**src/rtl/broken_clause_serializer_pkg.sv**
```systemverilog
// rtl/broken_clause_serializer_pkg.sv - shared widths, literal layout and scan state encoding for broken_clause_serializer
package broken_clause_serializer_pkg;

   localparam int NSAT                     = 3;
   localparam int LITERAL_ADDRESS_WIDTH    = 11;
   localparam int LITERAL_WIDTH            = LITERAL_ADDRESS_WIDTH + 1;
   localparam int MAX_CLAUSES_PER_VARIABLE = 20;
   localparam int SLOT_BITS                = 5;
   localparam int FIFO_DEPTH               = 8;
   localparam int FIFO_ADDR_BITS           = 3;

   // One clause is NSAT literals, each a sign bit above its address.
   localparam int CW       = NSAT * LITERAL_WIDTH;
   localparam int SIGN_BIT = LITERAL_WIDTH - 1;

   typedef enum logic [1:0] {
      IDLE = 2'd0,
      SCAN = 2'd1,
      DONE = 2'd2
   } state_t;

endpackage

```
**src/rtl/broken_clause_serializer_clause_fifo.sv**
```systemverilog
// rtl/broken_clause_serializer_clause_fifo.sv - synchronous clause FIFO with registered storage and occupancy count
module broken_clause_serializer_clause_fifo #(
   parameter int WIDTH     = 36,
   parameter int DEPTH     = 8,
   parameter int ADDR_BITS = 3
) (
   input  logic             clk,
   input  logic             reset,
   input  logic             push,
   input  logic [WIDTH-1:0] push_data,
   input  logic             pop,
   output logic [WIDTH-1:0] pop_data,
   output logic             full,
   output logic             empty
);

   localparam logic [ADDR_BITS:0] FULL_OCC = (ADDR_BITS + 1)'(DEPTH);

   logic [WIDTH-1:0]     mem [DEPTH];
   logic [ADDR_BITS-1:0] wptr;
   logic [ADDR_BITS-1:0] rptr;
   logic [ADDR_BITS:0]   occ;
   logic                 do_push;
   logic                 do_pop;

   assign full     = (occ == FULL_OCC);
   assign empty    = (occ == '0);
   assign do_push  = push && !full;
   assign do_pop   = pop && !empty;
   assign pop_data = mem[rptr];

   // Storage is not reset; only entries below the occupancy are ever observed.
   always_ff @(posedge clk) begin
      if (do_push) begin
         mem[wptr] <= push_data;
      end
   end

   // Pointers wrap naturally at DEPTH; occupancy is unchanged on simultaneous push and pop.
   always_ff @(posedge clk or negedge reset) begin
      if (!reset) begin
         wptr <= '0;
         rptr <= '0;
         occ  <= '0;
      end else begin
         if (do_push) begin
            wptr <= wptr + 1'b1;
         end
         if (do_pop) begin
            rptr <= rptr + 1'b1;
         end
         case ({do_push, do_pop})
            2'b10:   occ <= occ + 1'b1;
            2'b01:   occ <= occ - 1'b1;
            default: occ <= occ;
         endcase
      end
   end

endmodule

```
**src/rtl/broken_clause_serializer.sv**
```systemverilog
// rtl/broken_clause_serializer.sv - captures clause slots, streams non-zero ones through a FIFO (option: BROKEN_CLAUSE_SERIALIZER_DEDUP_EN)
module broken_clause_serializer
   import broken_clause_serializer_pkg::*;
(
   input  logic                                   clk,
   input  logic                                   reset,
   input  logic                                   load_i,
   input  logic [MAX_CLAUSES_PER_VARIABLE*CW-1:0] clause_multi_i,
   output logic                                   load_ready_o,
   output logic [CW-1:0]                          clause_o,
   output logic                                   clause_valid_o,
   input  logic                                   clause_ready_i,
   output logic                                   done_o,
   output logic [SLOT_BITS-1:0]                   broken_count_o
);

   localparam logic [SLOT_BITS-1:0] LAST_IDX = SLOT_BITS'(MAX_CLAUSES_PER_VARIABLE - 1);

   state_t                                 state_q;
   state_t                                 state_d;
   logic [SLOT_BITS-1:0]                   idx_q;
   logic [SLOT_BITS-1:0]                   idx_d;
   logic [SLOT_BITS-1:0]                   count_q;
   logic [SLOT_BITS-1:0]                   count_d;
   logic [SLOT_BITS-1:0]                   broken_count_q;
   logic [MAX_CLAUSES_PER_VARIABLE*CW-1:0] capture_q;
   logic [CW-1:0]                          slot;
   logic                                   is_dup;
   logic                                   skip;
   logic                                   push;
   logic                                   accept_load;
   logic                                   fifo_full;
   logic                                   fifo_empty;

   assign slot        = capture_q[int'(idx_q) * CW +: CW];
   assign accept_load = (state_q == IDLE) && load_i;
   assign skip        = (slot == '0) || is_dup;

`ifdef BROKEN_CLAUSE_SERIALIZER_DEDUP_EN
   logic [CW-1:0] last_q;

   // A cleared last-pushed value can never match a non-zero slot, so no separate valid flag is needed.
   assign is_dup = (slot == last_q);

   // Track the most recent clause pushed during the current scan.
   always_ff @(posedge clk or negedge reset) begin
      if (!reset) begin
         last_q <= '0;
      end else if (accept_load) begin
         last_q <= '0;
      end else if (push) begin
         last_q <= slot;
      end
   end
`else
   assign is_dup = 1'b0;
`endif

   // Next-state and scan datapath: skip empty slots, push broken ones, stall on a full FIFO.
   always_comb begin
      state_d = state_q;
      idx_d   = idx_q;
      count_d = count_q;
      push    = 1'b0;
      case (state_q)
         IDLE: begin
            if (load_i) begin
               state_d = SCAN;
               idx_d   = '0;
               count_d = '0;
            end
         end
         SCAN: begin
            // Full is judged at cycle start, so a pop in this cycle does not release the stall.
            if (skip || !fifo_full) begin
               if (!skip) begin
                  push    = 1'b1;
                  count_d = count_q + 1'b1;
               end
               idx_d = idx_q + 1'b1;
               if (idx_q == LAST_IDX) begin
                  state_d = DONE;
               end
            end
         end
         DONE: begin
            state_d = IDLE;
         end
         default: begin
            state_d = IDLE;
         end
      endcase
   end

   // Scan state, index, running count and the published count, which lands with done_o.
   always_ff @(posedge clk or negedge reset) begin
      if (!reset) begin
         state_q        <= IDLE;
         idx_q          <= '0;
         count_q        <= '0;
         broken_count_q <= '0;
      end else begin
         state_q <= state_d;
         idx_q   <= idx_d;
         count_q <= count_d;
         if ((state_q == SCAN) && (state_d == DONE)) begin
            broken_count_q <= count_d;
         end
      end
   end

   // Capture register: loaded only when a load is accepted in IDLE.
   always_ff @(posedge clk or negedge reset) begin
      if (!reset) begin
         capture_q <= '0;
      end else if (accept_load) begin
         capture_q <= clause_multi_i;
      end
   end

   broken_clause_serializer_clause_fifo #(
      .WIDTH     (CW),
      .DEPTH     (FIFO_DEPTH),
      .ADDR_BITS (FIFO_ADDR_BITS)
   ) u_clause_fifo (
      .clk       (clk),
      .reset     (reset),
      .push      (push),
      .push_data (slot),
      .pop       (clause_valid_o && clause_ready_i),
      .pop_data  (clause_o),
      .full      (fifo_full),
      .empty     (fifo_empty)
   );

   assign clause_valid_o = !fifo_empty;
   assign load_ready_o   = (state_q == IDLE);
   assign done_o         = (state_q == DONE);
   assign broken_count_o = broken_count_q;

endmodule

```
**config.mk**
```make
export PLATFORM = sky130hd
export DESIGN_NAME = broken_clause_serializer
export DESIGN_NICKNAME = d
export VERILOG_FILES = /design/src/rtl/broken_clause_serializer_pkg.sv /design/src/rtl/broken_clause_serializer_clause_fifo.sv /design/src/rtl/broken_clause_serializer.sv
export SDC_FILE = /design/constraint.sdc
export NUM_CORES = 2
export LEC_CHECK = 0
export BUFFER_PORTS_ARGS = -buffer_cell sky130_fd_sc_hd__buf_4
export CORE_MARGIN = 2
export CORE_UTILIZATION = 39
export CTS_CLUSTER_DIAMETER = 30
export DETAILED_ROUTE_END_ITERATION = 8
export SLEW_MARGIN = 0
export SYNTH_ARGS = -nofsm -noshare
export SYNTH_HDL_FRONTEND = slang
export SYNTH_SLANG_ARGS = --single-unit
```
**constraint.sdc**
```tcl
create_clock -name clk -period 7.8 [get_ports clk]
set_input_delay 1.56 -clock clk [delete_from_list [all_inputs] [get_ports clk]]
set_output_delay 1.56 -clock clk [all_outputs]
set_load 0.005 [all_outputs]
```
==> flow_summary.ini <==
[clocking]
clk_pin_slew_ns = 0.05
cts_htree_levels = 4
cts_setup_buffers = 0
clock_sinks = 1035
cts_tree = built
holdBufCountCts = 0
clkLatencyLatePin_ns = 0.82
cts_buffers = 218
cts_root_buffer = clkbuf_16
ctsLongestPathBuffers = 3
cts.repair.resized = 0

[worst_hold_path]
holdCritStartpoint = capture_q[497]$_DFFE_PN0P_
worstHoldEndpoint = capture_q[497]$_DFFE_PN0P_
min_path_type = register to register
min_path_cells = 2

[pwr]
switching_share_pct = 37.0
totalPowerFinal_mw = 29.7
seq_power_share_pct = 34.3
power_density_mw_per_mm2 = 495
clockPowerShare_pct = 31.7
p_int_mw = 18.7
power.switching_mw = 11.0
pwr-share-comb_pct = 34.1
ir_worst_vdd_uv = 288
leakagePower_nw = 28.8

[detailed_routing]
first_iter_violations = 3497
postRouteAntennaNets = 0
vias_per_cell = 5.29
dr.pass1.iters = 6
drc_errors = 0
via_count = 35100
wl_um = 174000
wl_per_cell_um = 26.2

[critical_path]
startpoint_type = register
worstPathArrival_ns = 6.38
critPathKind = register to register
cp_max_fo = 48
r2r_cells = 10
worstReg2RegStart = idx_q[1]$_DFFE_PN0P_
worstSetupEndpointType = register
r2r_end = u_clause_fifo.mem[3][7]$_DFFE_PP_
cp.required_ns = 8.20
reg2reg_slack_ns = 1.82

[finish]
area_delta_synth_final_pct = 32.6
drive_gt1_share_pct = 28.8
stdcell_count = 6642
fin_util_pct = 52.3
nNetsFinal = 5668
final_common_cell = nand2_1
layout_common_cells = nand2_1, buf_4, dfrtp_1, edfxtp_1, mux4_2
design_area_mm2 = 0.0600

[yosys]
seq_area_frac_synth_pct = 60.4
ys_seq_elements = 1035
syn_inst = 4163
yosys_warnings = 0
synth.avg_cell_area_um2 = 10.9
synth_flop_cell = dfrtp_1
syn_nets = 4895
synthArstFlopShare_pct = 72.2
synth_edf_count = 288
synth.cell_area_mm2 = 0.0452
post_synth_num_cell_types = 57

[sta]
setup_tns_ns = 0
setup_viol = 0
hold_viol = 0
rsz0062_at_grt = false
slew_viol_final = 0
relSlewSlack_pct = 18.9
fmax_ghz = 0.167
finalCriticalPeriod_ns = 5.98
worstMarginPinSlew_ns = 1.21
fin_crit_sh_pct = 76.6
skew_ns = 0.0816

[place]
place.gp.congestion = 0.899
hpwl_um = 130000
place_inst = 6228
port_buffers = 767
placed_area_mm2 = 0.0523

[floorplanning]
die_y_um = 345
fp-row-count = 124
ioPinCount = 768
dieArea_mm2 = 0.119
dieWidth_um = 345
core_area_mm2 = 0.115
initial_core_util_pct = 39.5

[global_routing]
grt_pass1_wl_um = 248000
grt_usage_pct = 29.3
grt-ovfl-total = 0
first_global_vias = 36500
antenna_found_initial = 8
grt_max_degree = 245

[job]
maxCapViolations = 0

[outcome]
status = completed
## layer usage
layer / track usage [%] / part of all wire, % / vias to the layer above
met5: 0 / 0.029 / -
met4: 16.1 / 5.8 / 8
met3: 6.68 / 7.7 / 372
met2: 47.9 / 49 / 1578
met1: 36.0 / 37 / 17700
li1: - / - / 15500
## final cells by class
class / instances / area, um2
Inverter: 17 / 67.6
Clock buffer: 267 / 5860
Antenna cell: 1 / 2.50
Sequential cell: 1035 / 27400
Multi-Input combinational cell: 2855 / 16800
Clock inverter: 146 / 1790
Timing Repair Buffer: 809 / 6240
Fill cell: 10000 / 54700
Tap cell: 1512 / 1890
## per-stage QoR
stage          worst slack, ns  hold slack (ns)
2_1_floorplan             2.18            0.437
3_3_place_gp              2.02            0.452
3_5_place_dp              1.86            0.456
4_1_cts                   1.81            0.469
5_1_grt                   1.58            0.481
6_report                  1.82            0.466
## registers in the layout (all words and copies together), names as in the netlist
| name | flops |
|---|---|
| u_clause_fifo.wptr | 3 |
| state_q | 2 |
| u_clause_fifo.rptr | 3 |
| broken_count_o | 5 |
| capture_q | 720 |
| idx_q | 5 |
| u_clause_fifo.occ | 4 |
| count_q | 5 |
| u_clause_fifo.mem | 288 |
## cells in the mapped netlist, types with 6 or more instances
cell      count  share of area [%]
nand2_1    2211                 18
nor2b_1       7              0.097
nand3_1      14               0.15
mux2_2       42                1.0
dfrtp_1     747                 41
inv_1        15               0.12
xnor2_1       6               0.12
o21ai_0      20               0.22
a21oi_1      20               0.22
edfxtp_1    288                 19
o22ai_1      16               0.22
a31oi_1       6              0.083
buf_4        17               0.28
clkbuf_1    188                1.6
nor2_1       39               0.32
a22oi_1      36               0.60
and2_1        6              0.083
buf_1        23               0.19
mux4_2      224                 11
nor3_1       29               0.32
mux2i_1      93                2.1
nor4_1        6              0.083
o211ai_1     18               0.30
buf_2        23               0.25
mux4_1        9               0.52
ha_1          7               0.19
## cells by family (layout without fill, tap and decap cells)
logic type / count (synthesis) / in the layout / synth area share, %
other: 0 / 1 / 0
buffers and inverters: 273 / 1239 / 2.57
AOI/OAI and AO/OA: 140 / 140 / 2.09
and+or+nand+nor: 2330 / 2330 / 19.7
muxes: 368 / 368 / 14.8
DFF: 1035 / 1035 / 60.4
xor gates and xnor gates: 9 / 9 / 0.174
adders and majority gates: 8 / 8 / 0.238
## how the worst max path moves through the flow
stage                         startpoint                            endpoint  slack [ns]  depth (start not counted)
finish              idx_q[1]$_DFFE_PN0P_   u_clause_fifo.mem[3][7]$_DFFE_PP_        1.82                         10
global route        idx_q[1]$_DFFE_PN0P_   u_clause_fifo.mem[3][2]$_DFFE_PP_        1.58                         10
global placement    idx_q[1]$_DFFE_PN0P_   u_clause_fifo.mem[3][8]$_DFFE_PP_        2.02                         10
detailed placement  idx_q[1]$_DFFE_PN0P_   u_clause_fifo.mem[3][8]$_DFFE_PP_        1.86                         10
CTS                 idx_q[1]$_DFFE_PN0P_  u_clause_fifo.mem[3][11]$_DFFE_PP_        1.81                         10
floorplan           idx_q[0]$_DFFE_PN0P_   u_clause_fifo.mem[2][0]$_DFFE_PP_        2.18                         14
## power by group through the flow
stage,Clock (mW),Combinational (mW),Sequential [mW]
2_1_floorplan,0,6.52,9.28
3_3_place_gp,0,9.92,10.2
3_5_place_dp,0,10.1,10.2
4_1_cts,9.46,10.2,10.2
5_1_grt,9.77,10.9,10.4
6_report,9.40,10.1,10.2
## worst max-delay path: stages, from the launching register on
cell,delay [ns]
dfrtp_4,0.99
buf_4,0.66
mux4_2,0.32
mux2i_1,0.20
o211ai_1,0.71
nor4_1,0.19
and4_4,0.27
a21oi_2,0.38
nand2_1,0.24
nor3b_2,1.02
buf_4,0.52
Note: power is estimated with default switching activity, not from simulation.
